--- src/rtl/alu_seq_pkg.sv ---
// Shared definitions for the ALU command sequencer and its command producers.
// Holds the sequencer state encoding and the 2-bit ALU opcode constants.
package alu_seq_pkg;

  typedef enum logic [2:0] {
    IDLE = 3'd0,
    RD1  = 3'd1,
    RD2  = 3'd2,
    EXEC = 3'd3,
    WB   = 3'd4
  } state_e;

  typedef logic [1:0] alu_op_t;

  localparam alu_op_t OP_ADD = 2'd0;
  localparam alu_op_t OP_SUB = 2'd1;
  localparam alu_op_t OP_MUL = 2'd2;
  localparam alu_op_t OP_SLT = 2'd3;

endpackage

--- src/rtl/alu_seq_ctrl.sv ---
// Five-state sequencer: read rs1, read rs2, evaluate, write back rd.
// Sole master of the single-read-port register file and the ALU.
module alu_seq_ctrl
  import alu_seq_pkg::*;
#(
  parameter int ADD_BITS = 2,
  parameter int DATA_W   = 32
) (
  input  logic                clk,
  input  logic                reset,
  input  logic                cmd_valid,
  output logic                cmd_ready,
  input  alu_op_t             cmd_op,
  input  logic [ADD_BITS-1:0] cmd_rs1,
  input  logic [ADD_BITS-1:0] cmd_rs2,
  input  logic [ADD_BITS-1:0] cmd_rd,
  output logic [ADD_BITS-1:0] rf_ra,
  input  logic [DATA_W-1:0]   rf_rd,
  output logic [ADD_BITS-1:0] rf_wa,
  output logic [DATA_W-1:0]   rf_wd,
  output logic                rf_we,
  output logic [DATA_W-1:0]   alu_op1,
  output logic [DATA_W-1:0]   alu_op2,
  output alu_op_t             alu_oper,
  input  logic [DATA_W-1:0]   alu_result,
  input  logic                alu_zero,
  output logic                done,
  output logic                done_zero,
  output logic                busy
);

  state_e              state_q, state_d;
  alu_op_t             op_q, op_d;
  logic [ADD_BITS-1:0] rs1_q, rs1_d;
  logic [ADD_BITS-1:0] rs2_q, rs2_d;
  logic [ADD_BITS-1:0] rd_q, rd_d;
  logic [DATA_W-1:0]   op1_q, op1_d;
  logic [DATA_W-1:0]   op2_q, op2_d;
  logic [DATA_W-1:0]   res_q, res_d;
  logic                zero_q, zero_d;

  always_comb begin
    state_d = state_q;
    op_d    = op_q;
    rs1_d   = rs1_q;
    rs2_d   = rs2_q;
    rd_d    = rd_q;
    op1_d   = op1_q;
    op2_d   = op2_q;
    res_d   = res_q;
    zero_d  = zero_q;
    unique case (state_q)
      IDLE: begin
        // Command fields are only looked at here; later changes are ignored.
        if (cmd_valid) begin
          op_d    = cmd_op;
          rs1_d   = cmd_rs1;
          rs2_d   = cmd_rs2;
          rd_d    = cmd_rd;
          state_d = RD1;
        end
      end
      RD1: begin
        op1_d   = rf_rd;
        state_d = RD2;
      end
      RD2: begin
        op2_d   = rf_rd;
        state_d = EXEC;
      end
      EXEC: begin
        res_d   = alu_result;
        zero_d  = alu_zero;
        state_d = WB;
      end
      WB:      state_d = IDLE;
      default: state_d = IDLE;
    endcase
  end

  always_ff @(posedge clk) begin
    if (reset) begin
      state_q <= IDLE;
      op_q    <= OP_ADD;
      rs1_q   <= '0;
      rs2_q   <= '0;
      rd_q    <= '0;
      op1_q   <= '0;
      op2_q   <= '0;
      res_q   <= '0;
      zero_q  <= 1'b0;
    end else begin
      state_q <= state_d;
      op_q    <= op_d;
      rs1_q   <= rs1_d;
      rs2_q   <= rs2_d;
      rd_q    <= rd_d;
      op1_q   <= op1_d;
      op2_q   <= op2_d;
      res_q   <= res_d;
      zero_q  <= zero_d;
    end
  end

  always_comb begin
    rf_ra = '0;
    if (state_q == RD1) rf_ra = rs1_q;
    else if (state_q == RD2) rf_ra = rs2_q;
  end

  assign cmd_ready = (state_q == IDLE);
  assign busy      = ~cmd_ready;
  // Write strobe decodes straight from state so a reset in WB cannot retract it.
  assign rf_we     = (state_q == WB);
  assign done      = rf_we;
  assign done_zero = done & zero_q;
  assign rf_wa     = rd_q;
  assign rf_wd     = res_q;
  assign alu_op1   = op1_q;
  assign alu_op2   = op2_q;
  assign alu_oper  = op_q;

endmodule

--- config.mk ---
export PLATFORM = sky130hd
export DESIGN_NAME = alu_seq_ctrl
export DESIGN_NICKNAME = d
export VERILOG_FILES = /design/src/rtl/alu_seq_pkg.sv /design/src/rtl/alu_seq_ctrl.sv
export SDC_FILE = /design/constraint.sdc
export NUM_CORES = 1
export LEC_CHECK = 0
export ABC_CLOCK_PERIOD_IN_PS = 3700
export CORE_UTILIZATION = 47
export CTS_CLUSTER_DIAMETER = 30
export DETAILED_ROUTE_END_ITERATION = 8
export PLACE_DENSITY = 0.89
export SLEW_MARGIN = 20
export SYNTH_ARGS = -nofsm -noshare
export SYNTH_HDL_FRONTEND = slang
export SYNTH_SLANG_ARGS = --single-unit
--- constraint.sdc ---
create_clock -name clk -period 3.7 [get_ports clk]
set_input_delay 0.555 -clock clk [delete_from_list [all_inputs] [get_ports clk]]
set_output_delay 0.555 -clock clk [all_outputs]
set_load 0.1 [all_outputs]
==> results of run 1 <==
## registers in the layout, summed over array words and instances, names as in the netlist
register,cells
rf_wd,32
alu_oper,2
rs1_q,2
rf_wa,2
zero_q,1
alu_op2,32
rs2_q,2
state_q,3
alu_op1,32
## final cells by class
type	count	area, um^2	area share (%)
clock buffer	10	138	2.06
clock inverter	6	71.3	1.07
inverter	1	3.75	0.0561
multi-input combinational	298	2310	34.5
sequential	108	2160	32.3
tap	133	166	2.49
timing repair buffer	186	1840	27.5
## power by group through the flow
stage / sequential (uW) / combinational (uW) / clock (uW)
3_3_place_gp: 1340 / 1320 / 0
2_1_floorplan: 1980 / 390 / 0
3_5_place_dp: 1350 / 1330 / 0
5_1_grt: 1340 / 1370 / 824
6_report: 1320 / 1320 / 745
4_1_cts: 1320 / 1330 / 775
## cell families after synthesis
group / after synthesis / synth area share (%)
and+or+nand+nor: 189 / 25.6
muxes: 105 / 22.5
xor gates and xnor gates: 1 / 0.188
DFF: 108 / 46.3
buffers and inverters: 37 / 4.77
AOI/OAI and AO/OA: 3 / 0.590
## routing by layer
metal	global-route usage (%)	vias to the layer above	routed length (um)
met1	22.8	1564	4350
met4	8.70	0	137
met5	0	-	0
met3	7.87	10	1040
li1	-	1749	-
met2	34.0	129	4730
## critical path, cell delays in order, from the launching register on
cell and delay (ns):
dfxtp_1 0.40, or3_2 0.54, clkdlybuf4s50_1 0.99
## synth_stat cells, drive strengths merged
master	number	share of area, %
inv	1	0.080
or3b	2	0.38
clkbuf	19	1.5
or3	1	0.16
nor3	1	0.11
a22o	2	0.38
xnor2	1	0.19
buf	17	3.2
nor2b	1	0.13
and3b	1	0.21
dfxtp	108	46
nor4b	1	0.19
nand2b	178	24
and2	1	0.13
nor3b	3	0.48
o21ba	1	0.21
mux2i	105	23
## path summary, 6_finish.rpt
kind	to	slack (ns)	cells past startpoint
max	busy	0.84	2
min	alu_op2[22]	0.48	2
max reg2reg	rf_wd[26]	1.88	2
min reg2reg	alu_op2[22]	0.48	2
## stage by stage
step / util [%] / worst slack, ns / total power, uW / hold slack, ns
floorplan: - / 0.554 / 2370 / 0.444
global placement: 66.8 / 1.28 / 2660 / 0.457
detailed placement: 66.8 / 1.26 / 2680 / 0.460
CTS: 69.0 / 0.833 / 3430 / 0.483
global route: 69.0 / 0.777 / 3530 / 0.500
finish: 69.0 / 0.845 / 3390 / 0.480
==> out/metrics.csv, run 1 <==
metric,value,unit
Max Slew Vio Count,0,
CTS tree,yes,
most frequent cells in the layout,"nand2b_1 (178), clkdlybuf4s50_1 (175), dfxtp_1 (108)",
combinational group share of total power,39.0,%
core footprint,9680,um^2
clk slew on worst S/H paths,0.10,ns
Setup crit start,state_q[2],
Die Span Y,102,um
final net count,680,
clk buf depth,2,
vias,3452,
HP Start,alu_op2[22],
DPL Wire Length,7.07,mm
Post-Syn Area,4670,um^2
antenna cell count,0,
switching power,1400,uW
routed vias/inst,4.65,
antenna violations before repair,0,
setup repair after global routing missed its margin,no,
Setup TNS,0,ns
final hold violation count,0,
Critical Path AT,2.30,ns
Clock Tree Root,clkbuf_8,
Pleak,0.00254,uW
switch share,41.4,%
Initial Util,48.2,%
post-route insts no fill,742,
final setup fails,0,
final antenna-violating net count,0,
die area,10300,um^2
clock sinks,108,
status,finished clean,
Worst Max-Slew Pin Slew,1.02,ns
GPL Wtd Cong,0.688,
P_int,1990,uW
"most common cell after layout, fill and taps aside",nand2b_1,
Max Cap Violations,0,
first-pass GRT wire length,16.2,mm
CP required,3.14,ns
worst setup path class,reg -> out,
Max-slew headroom,31.9,%
drt wl/cell,13.8,um
Highest Clock Rate,350,MHz
sequential share of power,39.0,%
P per Cell Area,507,nW/um^2
# IOs,183,
vias in the first global route,3414,
type of the tightest min-delay check,reg -> reg,
clk_lat worst skew,0.37,ns
DRT Pass-1 Iters,4,
htree depth,3,
crit end category,primary output,
all-layer global routing usage,20.3,%
Row Count,36,
Yosys cell types,21,
Mapped Nets,519,
Area Growth Syn to Fin,43.2,%
CTS resizes,0,
layout cell share with drive strength beyond 1,5.75,%
fin crit period,2.86,ns
gr ovfl total,0,
Finished Cell Area,6690,um^2
routed wire length,10.3,mm
"Hold-fix buffers, CTS",0,
Startpoint Class,flip-flop,
Clock power frac,22.0,%
Post-Synthesis Cells,443,
post-synthesis sequential area ratio,46.3,%
FF-to-FF Start,state_q[0],
Post-Place Cells,726,
# DRC,0,
pin count of the biggest net entering global routing,182,
# fillers,732,
Post-CTS Setup Bufs,0,
Num CTS Buffers,9,
Syn Area/Cell,10.5,um^2
Clock Skews,0.00747,ns
I/O Buffers,182,
drt first-iter violations,68,
fin crit share,77.2,%
Synth Warn #,0,
post-synthesis register bit count,108,
critical path peak fanout,9,
Chip Width,102,um
VDD IR max,264,uV
placed instance area,6470,um^2
No activity file was read; power rests on OpenSTA's default activity.
==> run 2, diff against run 1 <==
ABC_CLOCK_PERIOD_IN_PS = 3000   (was 3700)
CORE_UTILIZATION = 44   (was 47)
PLACE_DENSITY = 0.85   (was 0.89)
clock period = 3 ns   (was 3.7 ns; I/O delays follow)
==> run 2 against run 1 <==
Non-clock buffer count up 2. Critical path depth up 2. Flip-flop and latch count did not move. Sequential share of layout area up 0.95 points. Combinational power up 20%.
==> out/metrics.csv, run 2 (synthesis results as in run 1) <==
metric,value,unit,change
routed wire length,10.1,mm,was 10.3 mm
"Hold-fix buffers, CTS",0,,unchanged
fin crit period,2.20,ns,
clk_lat worst skew,0.36,ns,was 0.37 ns
Setup TNS,0,ns,unchanged
placed instance area,6280,um^2,was 6470 um^2
Top delay family on crit path,flip-flops,,was buffers and inverters
Finished Cell Area,6490,um^2,was 6690 um^2
# fillers,848,,was 732
vias in the first global route,3506,,"was 3,414"
post-route insts no fill,747,,was 742
WHS Endpoint,alu_op2[12],,was alu_op2[22]
Max-slew headroom,57.7,%,was 31.9%
final setup fails,0,,unchanged
fin crit share,73.3,%,
DPL Wire Length,7.29,mm,was 7.07 mm
all-layer global routing usage,18.7,%,was 20.3%
most frequent cells in the layout,"nand2b_1 (178), buf_4 (111), dfxtp_1 (108)",,"was nand2b_1 (178), clkdlybuf4s50_1 (175), dfxtp_1 (108)"
drt first-iter violations,154,,was 68
Num CTS Buffers,9,,unchanged
VDD IR max,394,uV,was 264 uV
core footprint,10300,um^2,was 9680 um^2
Clock Skews,0.0107,ns,was 0.00747 ns
core utilization of the finished layout,62.9,%,was 69.0%
FF-to-FF Start,state_q[0],,unchanged
type of the tightest min-delay check,reg -> reg,,unchanged
CP required,2.55,ns,was 3.14 ns
status,finished clean,,unchanged
clk slew on worst S/H paths,0.09,ns,was 0.10 ns
htree depth,3,,unchanged
Max Slew Vio Count,0,,unchanged
r2r worst-path depth,3,,was 2
drt wl/cell,13.6,um,was 13.8 um
multi-input gate area in the final layout,2310,um^2,about the same
gr ovfl total,0,,unchanged
Chip Width,105,um,was 102 um
CP max stage cell,dfxtp_1,,was clkdlybuf4s50_1
GPL Wtd Cong,0.762,,was 0.688
final net count,682,,was 680
# DRC,0,,unchanged
crit-path cells,nor3b_1 > buf_4 > a22o_1 > buf_12,,was or3_2 > clkdlybuf4s50_1
Max Cap Violations,0,,unchanged
Die Span Y,105,um,was 102 um
Power Total,4180,uW,was 3390 uW
Post-CTS Setup Bufs,0,,unchanged
crit-path max cell delay,0.54,ns,was 0.99 ns
die area,11000,um^2,"was 10,300 um^2"
crit path buf inv count,2,,was 1
HP Start,alu_op2[12],,was alu_op2[22]
Initial Util,45.2,%,was 48.2%
# IOs,183,,unchanged
Highest Clock Rate,455,MHz,
clock sinks,108,,unchanged
Clock Tree Root,clkbuf_8,,unchanged
clk buf depth,2,,unchanged
worst setup path class,reg -> out,,unchanged
Area Growth Syn to Fin,39.1,%,was 43.2%
Row Count,37,,was 36
I/O Buffers,182,,unchanged
antenna violations before repair,0,,unchanged
P per Cell Area,644,nW/um^2,was 507 nW/um^2
"most common cell after layout, fill and taps aside",nand2b_1,,unchanged
DRT Pass-1 Iters,4,,unchanged
critical path peak fanout,9,,unchanged
routed vias/inst,4.72,,was 4.65
crit end category,primary output,,unchanged
first-pass GRT wire length,16.5,mm,was 16.2 mm
Startpoint Class,flip-flop,,unchanged
final antenna-violating net count,0,,unchanged
vias,3528,,"was 3,452"
Critical Path AT,1.75,ns,was 2.30 ns
antenna cell count,0,,unchanged
layout cell share with drive strength beyond 1,22.3,%,was 5.75%
Post-Place Cells,731,,was 726
FF/Latch Area,2160,um^2,unchanged
Pleak,0.00275,uW,was 0.00254 uW
slack of the worst reg-to-reg path,1.23,ns,was 1.88 ns
final hold violation count,0,,unchanged
Worst Max-Slew Pin Slew,0.635,ns,was 1.02 ns
CTS resizes,0,,unchanged
FF-to-FF End,rf_wd[0],,was rf_wd[26]
setup repair after global routing missed its margin,no,,unchanged
CTS tree,yes,,unchanged
pin count of the biggest net entering global routing,95,,was 182
hold path depth,2,,unchanged
==> run 2: changes by cell type in the layout (fill, tap and decap cells not counted), moves of 2 or more <==
cell	delta
buf_4	+101
buf_12	+3
inv_6	-2
nor3b_2	-2
clkdlybuf4s50_1	-101
==> run 2: worst reg2reg max path, delay by kind of cell (launching register included) <==
family / cells / cell delay (ns)
buffers and inverters: 1 / 0.44
DFF: 1 / 0.54
muxes: 1 / 0.27
and+or+nand+nor: 1 / 0.45
==> run 2: how the worst max path moves through the flow <==
| stage | from | end | slack (ns) | cells past startpoint |
|---|---|---|---|---|
| 6_report | state_q[1] | rf_ra[0] | 0.80 | 4 |
| 5_1_grt | state_q[1] | rf_ra[0] | 0.70 | 4 |
| 4_1_cts | state_q[1] | rf_ra[0] | 0.76 | 4 |
| 3_5_place_dp | state_q[1] | rf_ra[0] | 1.18 | 4 |
| 3_3_place_gp | state_q[1] | rf_ra[0] | 1.21 | 4 |
| 2_1_floorplan | state_q[2] | done_zero | 0.37 | 2 |
==> run 2: area by class of cell <==
| class | instances | area share (%) |
|---|---|---|
| clock buffers | 10 | 1.97 |
| clock inverters | 6 | 1.37 |
| inverters | 1 | 0.0578 |
| multi-input cells | 298 | 35.5 |
| flip-flops and latches | 108 | 33.3 |
| well taps | 136 | 2.62 |
| repair buffers | 188 | 25.2 |
==> run 2: power breakdown <==
part           total [uW]  leakage (uW)  switching (uW)  internal, uW
Clock                 952      0.000102             481           471
Combinational        1590       0.00177            1150           444
Sequential           1640      0.000877            79.0          1560
==> run 2: metrics by stage <==
| stage | worst slack, ns | hold WS [ns] |
|---|---|---|
| 2_1_floorplan | 0.367 | 0.444 |
| 3_3_place_gp | 1.21 | 0.458 |
| 3_5_place_dp | 1.18 | 0.462 |
| 4_1_cts | 0.765 | 0.484 |
| 5_1_grt | 0.698 | 0.499 |
| 6_report | 0.801 | 0.480 |
==> run 2: metal layers <==
| metal | track usage [%] | vias to the layer above | share of wire (%) |
|---|---|---|---|
| met5 | 0 | - | 0 |
| met4 | 7.75 | 0 | 1.6 |
| met3 | 6.05 | 15 | 7.8 |
| met2 | 30.9 | 133 | 47 |
| met1 | 22.4 | 1619 | 44 |
| li1 | - | 1761 | - |
==> run 3, diff against run 2 <==
ABC_CLOCK_PERIOD_IN_PS = 2300   (was 3000)
clock period = 2.3 ns   (was 3 ns; I/O delays follow)
==> run 3 against run 2 <==
Power is 29% higher. Clock-buffer cell count is 2 higher. Setup slack worse by 0.57 ns. First-iteration DRC count is 2.6% higher. Combinational power is 33% higher. Flip-flop and latch count stayed put. Core utilization is 0.15 points higher. Final cell count stayed put. Global-route usage hardly changed.
==> out/metrics.csv, run 3 (synthesis results as in run 1) <==
metric,value,unit,change
Initial Util,45.2,%,unchanged
Setup TNS,0,ns,unchanged
Highest Clock Rate,482,MHz,
Row Count,37,,unchanged
crit end category,primary output,,unchanged
Critical Path AT,1.73,ns,was 1.75 ns
"Hold-fix buffers, CTS",0,,unchanged
all-layer global routing usage,18.7,%,about the same
CP required,1.96,ns,was 2.55 ns
Worst Max-Slew Pin Slew,0.579,ns,was 0.635 ns
final hold slack,0.477,ns,was 0.480 ns
VDD IR max,418,uV,was 394 uV
I/O Buffers,182,,unchanged
# IOs,183,,unchanged
final net count,684,,was 682
CTS resizes,0,,unchanged
DPL Wire Length,7.36,mm,was 7.29 mm
final setup fails,0,,unchanged
type of the tightest min-delay check,reg -> reg,,unchanged
drt wl/cell,13.6,um,about the same
Pleak,0.00277,uW,was 0.00275 uW
final hold violation count,0,,unchanged
worst setup path class,reg -> out,,unchanged
fin crit period,2.07,ns,
Clock Tree Root,clkbuf_8,,unchanged
DRT Pass-1 Iters,4,,unchanged
"most common cell after layout, fill and taps aside",nand2b_1,,unchanged
core footprint,10300,um^2,unchanged
Max Slew Vio Count,0,,unchanged
Startpoint Class,flip-flop,,unchanged
vias,3536,,"was 3,528"
setup repair after global routing missed its margin,no,,unchanged
CTS tree,yes,,unchanged
Chip Width,105,um,unchanged
vias in the first global route,3518,,"was 3,506"
GPL Wtd Cong,0.728,,was 0.762
layout cell share with drive strength beyond 1,22.4,%,was 22.3%
final antenna-violating net count,0,,unchanged
first-pass GRT wire length,16.4,mm,was 16.5 mm
routed wire length,10.2,mm,was 10.1 mm
Num CTS Buffers,9,,unchanged
pin count of the biggest net entering global routing,93,,was 95
most frequent cells in the layout,"nand2b_1 (178), buf_4 (111), dfxtp_1 (108)",,unchanged
antenna violations before repair,0,,unchanged
gr ovfl total,0,,unchanged
clk slew on worst S/H paths,0.09,ns,about the same
Max-slew headroom,61.4,%,was 57.7%
clk_lat worst skew,0.37,ns,was 0.36 ns
antenna cell count,0,,unchanged
# DRC,0,,unchanged
clk buf depth,2,,unchanged
P per Cell Area,828,nW/um^2,was 644 nW/um^2
status,finished clean,,unchanged
Max Cap Violations,0,,unchanged
fin crit share,90.1,%,
Post-CTS Setup Bufs,0,,unchanged
htree depth,3,,unchanged
die area,11000,um^2,unchanged
clock sinks,108,,unchanged
drt first-iter violations,158,,was 154
routed vias/inst,4.73,,was 4.72
critical path peak fanout,9,,unchanged
Clock Skews,0.00813,ns,was 0.0107 ns
Die Span Y,105,um,unchanged
Area Growth Syn to Fin,39.4,%,was 39.1%
-- run 3: cell types whose count changed in the layout (fill, tap and decap cells not counted), sizes merged --
cell	previous run	this run
clkinv	2	1
clkinvlp	2	0
bufinv	2	1
clkbuf	10	12
buf	114	116
-- run 3: path summary, 6_finish.rpt --
check                           cells after the start        start  slack (ns)     endpoint
worst max-delay path                                4   state_q[0]        0.23     rf_ra[0]
worst min-delay path                                2  alu_op1[20]        0.48  alu_op1[20]
worst max register to register                      3   state_q[0]        0.65   alu_op1[6]
worst min register to register                      2  alu_op1[20]        0.48  alu_op1[20]
-- run 3: final cells by class --
cell class,instances,area (um^2)
inverters,1,3.75
well taps,136,170
clock buffers,12,155
multi-input cells,298,2310
clock inverters,2,35.0
flip-flops and latches,108,2160
fillers,865,3810
repair buffers,190,1670
-- run 3: metal layers --
metal / routed length, um / global-route usage [%] / up-vias
met3: 812 / 6.30 / 16
li1: - / - / 1754
met2: 4670 / 30.8 / 143
met4: 200 / 7.55 / 0
met1: 4480 / 22.4 / 1623
met5: 0 / 0 / -
-- run 3: power breakdown --
group / internal, uW / switching [uW] / total, uW / leakage (uW)
logic: 599 / 1510 / 2110 / 0.00179
clock network: 551 / 594 / 1150 / 0.0000983
registers: 2030 / 100 / 2130 / 0.000877
total: 3180 / 2210 / 5390 / 0.00277
-- run 3: metrics by stage --
| stage | instances | worst slack, ns | total power [uW] | utilization [%] | cell area (um^2) |
|---|---|---|---|---|---|
| final | 747 | 0.227 | 5390 | 63.0 | 6510 |
| after global routing | 747 | 0.0809 | 5600 | 63.0 | 6510 |
| after CTS | 747 | 0.203 | 5450 | 63.0 | 6510 |
| after detailed placement | 733 | 0.633 | 4300 | 61.2 | 6320 |
| after global placement | 733 | 0.671 | 4270 | 61.2 | 6320 |
| after floorplan | 443 | 0.0203 | 3820 | - | 4680 |
-- run 3: worst max-delay path: stages, from the launching register on --
cell     delay [ns]
dfxtp_1        0.42
nor3b_1        0.30
buf_4          0.25
a22o_1         0.21
buf_12         0.18
